`src/rtl/or1200_checker_alarm_ctrl_if.sv`:
```
// Checker-to-sequencer bus: checker verdicts and software strobes in, alarm/response signals out.
interface or1200_checker_alarm_ctrl_if;
   logic       sr_ok;
   logic       pipeline_ok;
   logic       mmus_ok;
   logic [2:0] secure_supv;
   logic       clear_req;
   logic       except_ack;
   logic       except_req;
   logic       cpu_stall;
   logic       alarm;
   logic       locked;
   logic [2:0] fault_vec;
   logic [3:0] glitch_cnt;
   logic [2:0] state;

   modport master (
      output sr_ok, pipeline_ok, mmus_ok, secure_supv, clear_req, except_ack,
      input  except_req, cpu_stall, alarm, locked, fault_vec, glitch_cnt, state
   );

   modport slave (
      input  sr_ok, pipeline_ok, mmus_ok, secure_supv, clear_req, except_ack,
      output except_req, cpu_stall, alarm, locked, fault_vec, glitch_cnt, state
   );
endinterface

```
`src/rtl/or1200_checker_alarm_ctrl.sv`:
```
// Response sequencer for the CPU privilege checker: filters verdicts, escalates to an alarm,
// requests an exception and stalls, then recovers on a supervisor clear or locks until reset.
module or1200_checker_alarm_ctrl #(
   parameter logic [7:0] GRACE_CYCLES = 8'd16,
   parameter logic [3:0] FILTER_LEN   = 4'd3,
   parameter logic [3:0] GLITCH_MAX   = 4'd4,
   parameter logic [7:0] ACK_TIMEOUT  = 8'd32
) (
   input  logic                            clk,
   input  logic                            rst,
   or1200_checker_alarm_ctrl_if.slave      bus
);

   localparam int unsigned CNT8_W = 8;
   localparam int unsigned CNT4_W = 4;

   typedef enum logic [2:0] {
      ST_BOOT    = 3'd0,
      ST_ARMED   = 3'd1,
      ST_SUSPECT = 3'd2,
      ST_ALARM   = 3'd3,
      ST_RECOVER = 3'd4,
      ST_LOCKED  = 3'd5
   } state_e;

   state_e              state_q, state_d;
   logic [CNT8_W-1:0]   grace_q, grace_d;
   logic [CNT8_W-1:0]   timeout_q, timeout_d;
   logic [CNT4_W-1:0]   filter_q, filter_d;
   logic [CNT4_W-1:0]   glitch_q, glitch_d;
   logic [2:0]          fault_vec_q, fault_vec_d;
   logic                except_req_q, except_req_d;
   logic                cpu_stall_q, cpu_stall_d;
   logic                alarm_q, alarm_d;
   logic                locked_q, locked_d;

   logic                fault_now;
   logic                supv;
   logic [2:0]          fault_bits;
   logic [CNT4_W-1:0]   filter_inc;
   logic [CNT4_W-1:0]   glitch_inc;

   // Verdict decode: any bad verdict is a fault; even parity on secure_supv means supervisor.
   always_comb begin
      fault_bits = {~bus.mmus_ok, ~bus.pipeline_ok, ~bus.sr_ok};
      fault_now  = |fault_bits;
      supv       = ~^bus.secure_supv;
      filter_inc = CNT4_W'(filter_q + 4'd1);
      glitch_inc = (glitch_q == 4'hF) ? 4'hF : CNT4_W'(glitch_q + 4'd1);
   end

   // Next-state and next-output logic.
   always_comb begin
      state_d     = state_q;
      grace_d     = grace_q;
      timeout_d   = timeout_q;
      filter_d    = filter_q;
      glitch_d    = glitch_q;
      fault_vec_d = (state_q == ST_BOOT) ? fault_vec_q : (fault_vec_q | fault_bits);

      case (state_q)
         ST_BOOT: begin
            if (grace_q == CNT8_W'(GRACE_CYCLES - 8'd1)) state_d = ST_ARMED;
            else                                         grace_d = CNT8_W'(grace_q + 8'd1);
         end
         ST_ARMED: begin
            if (bus.clear_req && supv) begin
               glitch_d    = '0;
               fault_vec_d = fault_bits;
            end
            if (fault_now) begin
               state_d  = ST_SUSPECT;
               filter_d = 4'd1;
            end
         end
         ST_SUSPECT: begin
            if (bus.clear_req && supv) begin
               glitch_d    = '0;
               fault_vec_d = fault_bits;
            end
            if (fault_now) begin
               filter_d = filter_inc;
               if (filter_inc == FILTER_LEN) begin
                  state_d   = ST_ALARM;
                  timeout_d = '0;
               end
            end else begin
               // A transient fault counts toward the glitch budget even alongside a clear.
               glitch_d = glitch_inc;
               filter_d = '0;
               if (glitch_inc >= GLITCH_MAX) begin
                  state_d   = ST_ALARM;
                  timeout_d = '0;
               end else begin
                  state_d = ST_ARMED;
               end
            end
         end
         ST_ALARM: begin
            // A late acknowledge still wins over the timeout terminal count.
            if (bus.except_ack)                                 state_d   = ST_RECOVER;
            else if (timeout_q == CNT8_W'(ACK_TIMEOUT - 8'd1))  state_d   = ST_LOCKED;
            else                                                timeout_d = CNT8_W'(timeout_q + 8'd1);
         end
         ST_RECOVER: begin
            if (fault_now) begin
               state_d = ST_LOCKED;
            end else if (bus.clear_req) begin
               if (supv) begin
                  state_d     = ST_ARMED;
                  fault_vec_d = '0;
                  glitch_d    = '0;
                  filter_d    = '0;
               end else begin
                  fault_vec_d[1] = 1'b1;
               end
            end
         end
         ST_LOCKED: begin
            state_d = ST_LOCKED;
         end
         default: begin
            state_d = ST_LOCKED;
         end
      endcase

      except_req_d = (state_d == ST_ALARM) && (state_q != ST_ALARM);
      alarm_d      = (state_d == ST_ALARM) || (state_d == ST_RECOVER) || (state_d == ST_LOCKED);
      cpu_stall_d  = (state_d == ST_ALARM) || (state_d == ST_LOCKED);
      locked_d     = (state_d == ST_LOCKED);
   end

   // State, counter and output registers.
   always_ff @(posedge clk or posedge rst) begin
      if (rst) begin
         state_q      <= ST_BOOT;
         grace_q      <= '0;
         timeout_q    <= '0;
         filter_q     <= '0;
         glitch_q     <= '0;
         fault_vec_q  <= '0;
         except_req_q <= 1'b0;
         cpu_stall_q  <= 1'b0;
         alarm_q      <= 1'b0;
         locked_q     <= 1'b0;
      end else begin
         state_q      <= state_d;
         grace_q      <= grace_d;
         timeout_q    <= timeout_d;
         filter_q     <= filter_d;
         glitch_q     <= glitch_d;
         fault_vec_q  <= fault_vec_d;
         except_req_q <= except_req_d;
         cpu_stall_q  <= cpu_stall_d;
         alarm_q      <= alarm_d;
         locked_q     <= locked_d;
      end
   end

   assign bus.except_req = except_req_q;
   assign bus.cpu_stall  = cpu_stall_q;
   assign bus.alarm      = alarm_q;
   assign bus.locked     = locked_q;
   assign bus.fault_vec  = fault_vec_q;
   assign bus.glitch_cnt = glitch_q;
   assign bus.state      = state_q;

endmodule

```
`src/flat_wrapper.sv`:
```
// flat-port wrapper written by rule: the top's interface ports become plain ports
module or1200_checker_alarm_ctrl_flat 
#(
   parameter logic [7:0] GRACE_CYCLES = 8'd16,
   parameter logic [3:0] FILTER_LEN   = 4'd3,
   parameter logic [3:0] GLITCH_MAX   = 4'd4,
   parameter logic [7:0] ACK_TIMEOUT  = 8'd32
)
  (clk, rst, bus_sr_ok, bus_pipeline_ok, bus_mmus_ok, bus_secure_supv, bus_clear_req, bus_except_ack, bus_except_req, bus_cpu_stall, bus_alarm, bus_locked, bus_fault_vec, bus_glitch_cnt, bus_state);
  or1200_checker_alarm_ctrl_if bus_i ();
  input  logic clk;
  input  logic rst;
  input wire logic [$bits(bus_i.sr_ok)-1:0] bus_sr_ok;
  input wire logic [$bits(bus_i.pipeline_ok)-1:0] bus_pipeline_ok;
  input wire logic [$bits(bus_i.mmus_ok)-1:0] bus_mmus_ok;
  input wire logic [$bits(bus_i.secure_supv)-1:0] bus_secure_supv;
  input wire logic [$bits(bus_i.clear_req)-1:0] bus_clear_req;
  input wire logic [$bits(bus_i.except_ack)-1:0] bus_except_ack;
  output wire logic [$bits(bus_i.except_req)-1:0] bus_except_req;
  output wire logic [$bits(bus_i.cpu_stall)-1:0] bus_cpu_stall;
  output wire logic [$bits(bus_i.alarm)-1:0] bus_alarm;
  output wire logic [$bits(bus_i.locked)-1:0] bus_locked;
  output wire logic [$bits(bus_i.fault_vec)-1:0] bus_fault_vec;
  output wire logic [$bits(bus_i.glitch_cnt)-1:0] bus_glitch_cnt;
  output wire logic [$bits(bus_i.state)-1:0] bus_state;
  assign bus_i.sr_ok = bus_sr_ok;
  assign bus_i.pipeline_ok = bus_pipeline_ok;
  assign bus_i.mmus_ok = bus_mmus_ok;
  assign bus_i.secure_supv = bus_secure_supv;
  assign bus_i.clear_req = bus_clear_req;
  assign bus_i.except_ack = bus_except_ack;
  assign bus_except_req = bus_i.except_req;
  assign bus_cpu_stall = bus_i.cpu_stall;
  assign bus_alarm = bus_i.alarm;
  assign bus_locked = bus_i.locked;
  assign bus_fault_vec = bus_i.fault_vec;
  assign bus_glitch_cnt = bus_i.glitch_cnt;
  assign bus_state = bus_i.state;
  or1200_checker_alarm_ctrl #(.GRACE_CYCLES(GRACE_CYCLES), .FILTER_LEN(FILTER_LEN), .GLITCH_MAX(GLITCH_MAX), .ACK_TIMEOUT(ACK_TIMEOUT)) u_core (.clk(clk), .rst(rst), .bus(bus_i));
endmodule
```
`config.mk`:
```
export PLATFORM = sky130hd
export DESIGN_NAME = or1200_checker_alarm_ctrl_flat
export DESIGN_NICKNAME = d
export VERILOG_FILES = /design/src/rtl/or1200_checker_alarm_ctrl_if.sv /design/src/rtl/or1200_checker_alarm_ctrl.sv /design/src/flat_wrapper.sv
export SDC_FILE = /design/constraint.sdc
export NUM_CORES = 1
export LEC_CHECK = 0
export CORE_MARGIN = 5
export CORE_UTILIZATION = 55
export DETAILED_ROUTE_END_ITERATION = 8
export PLACE_DENSITY = 0.89
export SYNTH_ARGS = -nofsm -noshare
export SYNTH_HDL_FRONTEND = slang
export SYNTH_SLANG_ARGS = --single-unit
```
`constraint.sdc`:
```
create_clock -name clk -period 4.3 [get_ports clk]
set_input_delay 0.86 -clock clk [delete_from_list [all_inputs] [get_ports clk]]
set_output_delay 0.86 -clock clk [all_outputs]
set_load 0.02 [all_outputs]
```
==> metrics.md <==
| Metric | Value |
|---|---|
| Most frequent cells in the layout | dfrtp_1 (34), nand2_1 (26), clkdlybuf4s50_1 (23) |
| Setup TNS | 0 ns |
| Global-route wire length before repair | 6.65 mm |
| Global route overflow | 0 |
| Die area | approximately 4700 um2 |
| Hold Path Stages | 1 |
| Nets | between 200 and 250 |
| Worst-Margin Slew | 0.638 ns |
| Reg2reg path depth | 5 |
| Worst path cell trace | clkdlybuf4s50_1 |
| Storage element area | between 800 and 900 um2 |
| Drt drc | 0 |
| Root buf cell | clkbuf_4 |
| CP endpoint kind | output port |
| Commonest non-fill, non-tap cell in the layout | dfrtp_1 |
| Post-CTS Resized | 0 |
| Fillers | 272 |
| Relative slew slack | roughly 57% |
| Placeable Area | approximately 3300 um2 |
| Sequential-to-total area share from yosys stat | between 40% and 50% |
| Routed vias | approximately 1600 |
| Antenna Nets Post-Route | 0 |
| Post-detailed-routing wire length | 3.95 mm |
| Synthesized area per cell | ~9 um2 |
| RSZ-0062 raised after global routing | no |
| Worst Path Buf+Inv | 1 |
| P per Cell Area | a little under 600 nW/um2 |
| CTS Hold Bufs | 0 |
| H-tree depth | 2 |
| TritonCTS clock tree | yes |
| Fin. max-slew vios | 0 |
| Syn-to-layout area delta | 18.4% |
| Cts bufs inserted | 5 |
| Tcrit/Tclk final | a little over three fifths |
| Crit path from | u_core.bus.state[0] |
| WL/cell | ~14 um |
| Worst path arrival time | ~1.9 ns |
| I/O Pins | 24 |
| PortBufs | 23 |
| CP delay by family, top | flip-flops |
| Largest net degree at the start of global routing | 35 |
| WS Path Type | flip-flop to output port |
| Vias in the first global route | 1516 |
| DR iter-0 viols | 127 |
| Deepest clock path buffer count | 2 |
| Synth unique cells | 43 |
| Hold Crit Start | u_core.grace_q[7] |
| Clock slew at reported path FFs | approximately 0.11 ns |
| Rows | 21 |
| Die W | between 60 and 70 um |
| Multi-input gate area | between 900 and 1000 um2 |
| CP max FO | 20 |
| Post-layout util | around two thirds |
| Pre-Repair DR Iteration Count | 4 |
| Critical Path Stages | 1 |
| Initial Utilization | between 50% and 60% |
| Mapped cell area | between 1500 and 2000 um2 |
| Max-Cap Viols | 0 |
| Max Clock Freq | about 0.37 GHz |
| Critical path's largest stage delay | about 0.77 ns |
| Outcome | complete, no violations |
| Antenna violations before repair | 0 |
| Synthesized flop and latch total | 34 |
| Syn. warnings | 0 |
| Hold Fails Final Rpt | 0 |
| Die Y-Extent | 68.5 um |
| Crit path required time | roughly 3.4 ns |
| Antenna cells | 0 |
| Overall power | around 1.3 mW |
| Final Skew | between 0.01 and 0.015 ns |
| CP startpoint kind | flip-flop |
| Final Critical Period | about 2.7 ns |
| Syn nets | 224 |
| Layout cells sized above 1 | around 4.7% |
| Clock Sinks | 34 |
| Buffer count from post-CTS setup fixing | 0 |
| Worst VDD drop | 0.000338 V |
| DP Wirelength | between 2 and 3 mm |
| Static Leakage | approximately 1.0 nW |
| CP max-delay cell | dfrtp_1 |
| All-Layer GR Usage | 19.0% |
| Syn Inst Count | roughly 210 |
| Worst reg2reg startpoint | u_core.bus.state[0] |
| Clk_lat worst skew | 0.35 ns |
| Final setup viols | 0 |
| RePlAce Congestion | 0.815 |
| Drt via density | between 5 and 6 |
| Hold WC Path Type | flip-flop to flip-flop |
-- worst paths after layout --
kind / to / slack (ns)
worst max register to register: u_core.timeout_q[6] / 2.05
min in group asynchronous: u_core.timeout_q[4] / 0.89
worst min register to register: u_core.grace_q[7] / 0.48
worst max-delay path: bus_state[0] / 1.59
max in group asynchronous: u_core.filter_q[3] / 3.09
worst min-delay path: u_core.grace_q[7] / 0.48
-- Yosys cell counts --
master	number	area [um2]
nand3_1	12	60.1
nor2b_1	1	6.26
a21o_1	6	45.0
and4_1	1	8.76
a21oi_1	17	85.1
nor2_1	16	60.1
nand3b_1	1	7.51
xnor2_1	4	35.0
o41ai_2	1	16.3
nand2b_1	7	43.8
and2_1	2	12.5
o21ai_1	7	35.0
dfrtp_1	34	851
buf_6	1	11.3
a32oi_1	1	8.76
a31oi_1	2	12.5
o2bb2ai_1	1	8.76
buf_1	1	3.75
o21ai_0	13	65.1
nor4_1	1	6.26
mux2i_1	2	20.0
and3_1	3	18.8
a22o_1	4	35.0
a41oi_1	1	8.76
a32o_1	1	10.0
or2_1	1	6.26
inv_1	7	26.3
o211a_1	1	10.0
nand2_1	26	97.6
o21a_1	1	7.51
xnor3_1	1	22.5
nor3_1	11	55.1
xor2_1	4	35.0
or3_1	2	12.5
clkbuf_1	3	11.3
o211ai_1	1	7.51
ha_1	5	62.6
a21boi_0	1	7.51
buf_2	1	5.00
mux2_2	1	11.3
a21oi_2	1	8.76
a221o_1	1	10.0
a211o_1	1	8.76
-- routing by layer --
layer / global-route usage (%) / share of wire, % / wire length [um]
met5: 0 / 0 / 0
met4: 7.94 / 1.6 / 64
met3: 4.76 / 5.9 / 234
met2: 30.0 / 45 / 1790
met1: 24.6 / 47 / 1870
-- metrics by stage --
| stage | worst slack (ns) | instance area [um2] | std cells | hold WS, ns |
|---|---|---|---|---|
| after floorplan | 1.98 | 1880 | 209 | 0.447 |
| after global placement | 1.48 | 2140 | 273 | 0.464 |
| after detailed placement | 1.43 | 2140 | 273 | 0.470 |
| after CTS | 1.59 | 2230 | 280 | 0.488 |
| after global routing | 1.51 | 2230 | 280 | 0.511 |
| final | 1.59 | 2230 | 280 | 0.483 |
-- area by class of cell --
class	instances	share of cell area, %
Inverter	7	1.18
Clock inverter	1	1.35
Clock buffer	6	2.30
Sequential cell	34	38.2
Tap cell	46	2.59
Multi-Input combinational cell	162	43.7
Timing Repair Buffer	24	10.7
-- flip-flops by register name (all words and copies together) (netlist names) --
name                   count
u_core.bus.alarm           1
u_core.bus.cpu_stall       1
u_core.bus.except_req      1
u_core.bus.fault_vec       3
u_core.bus.glitch_cnt      4
u_core.bus.locked          1
u_core.bus.state           3
u_core.filter_q            4
u_core.grace_q             8
u_core.timeout_q           8
-- cell families after synthesis --
logic type / Yosys count / synth area share [%]
and+or+nand+nor: 84 / 21.0
DFF: 34 / 45.2
adders and majority gates: 5 / 3.33
xor gates and xnor gates: 9 / 4.92
AOI/OAI and AO/OA: 61 / 20.8
muxes: 3 / 1.66
buffers and inverters: 13 / 3.06
-- worst reg2reg max path, delay by kind of cell, from the launching register on --
family          cells  cell delay (ns)
compound gates      2             0.52
simple gates        3             1.01
flops               1             0.63
-- report_power, final --
group          leakage [nW]  internal (mW)  switching (mW)  total, mW
Sequential            0.443          0.414           0.116      0.530
Combinational         0.549          0.239           0.301      0.540
Clock                0.0443          0.135           0.114      0.249
Total                  1.04          0.788           0.531       1.32
No activity file was read; power rests on OpenSTA's default activity.
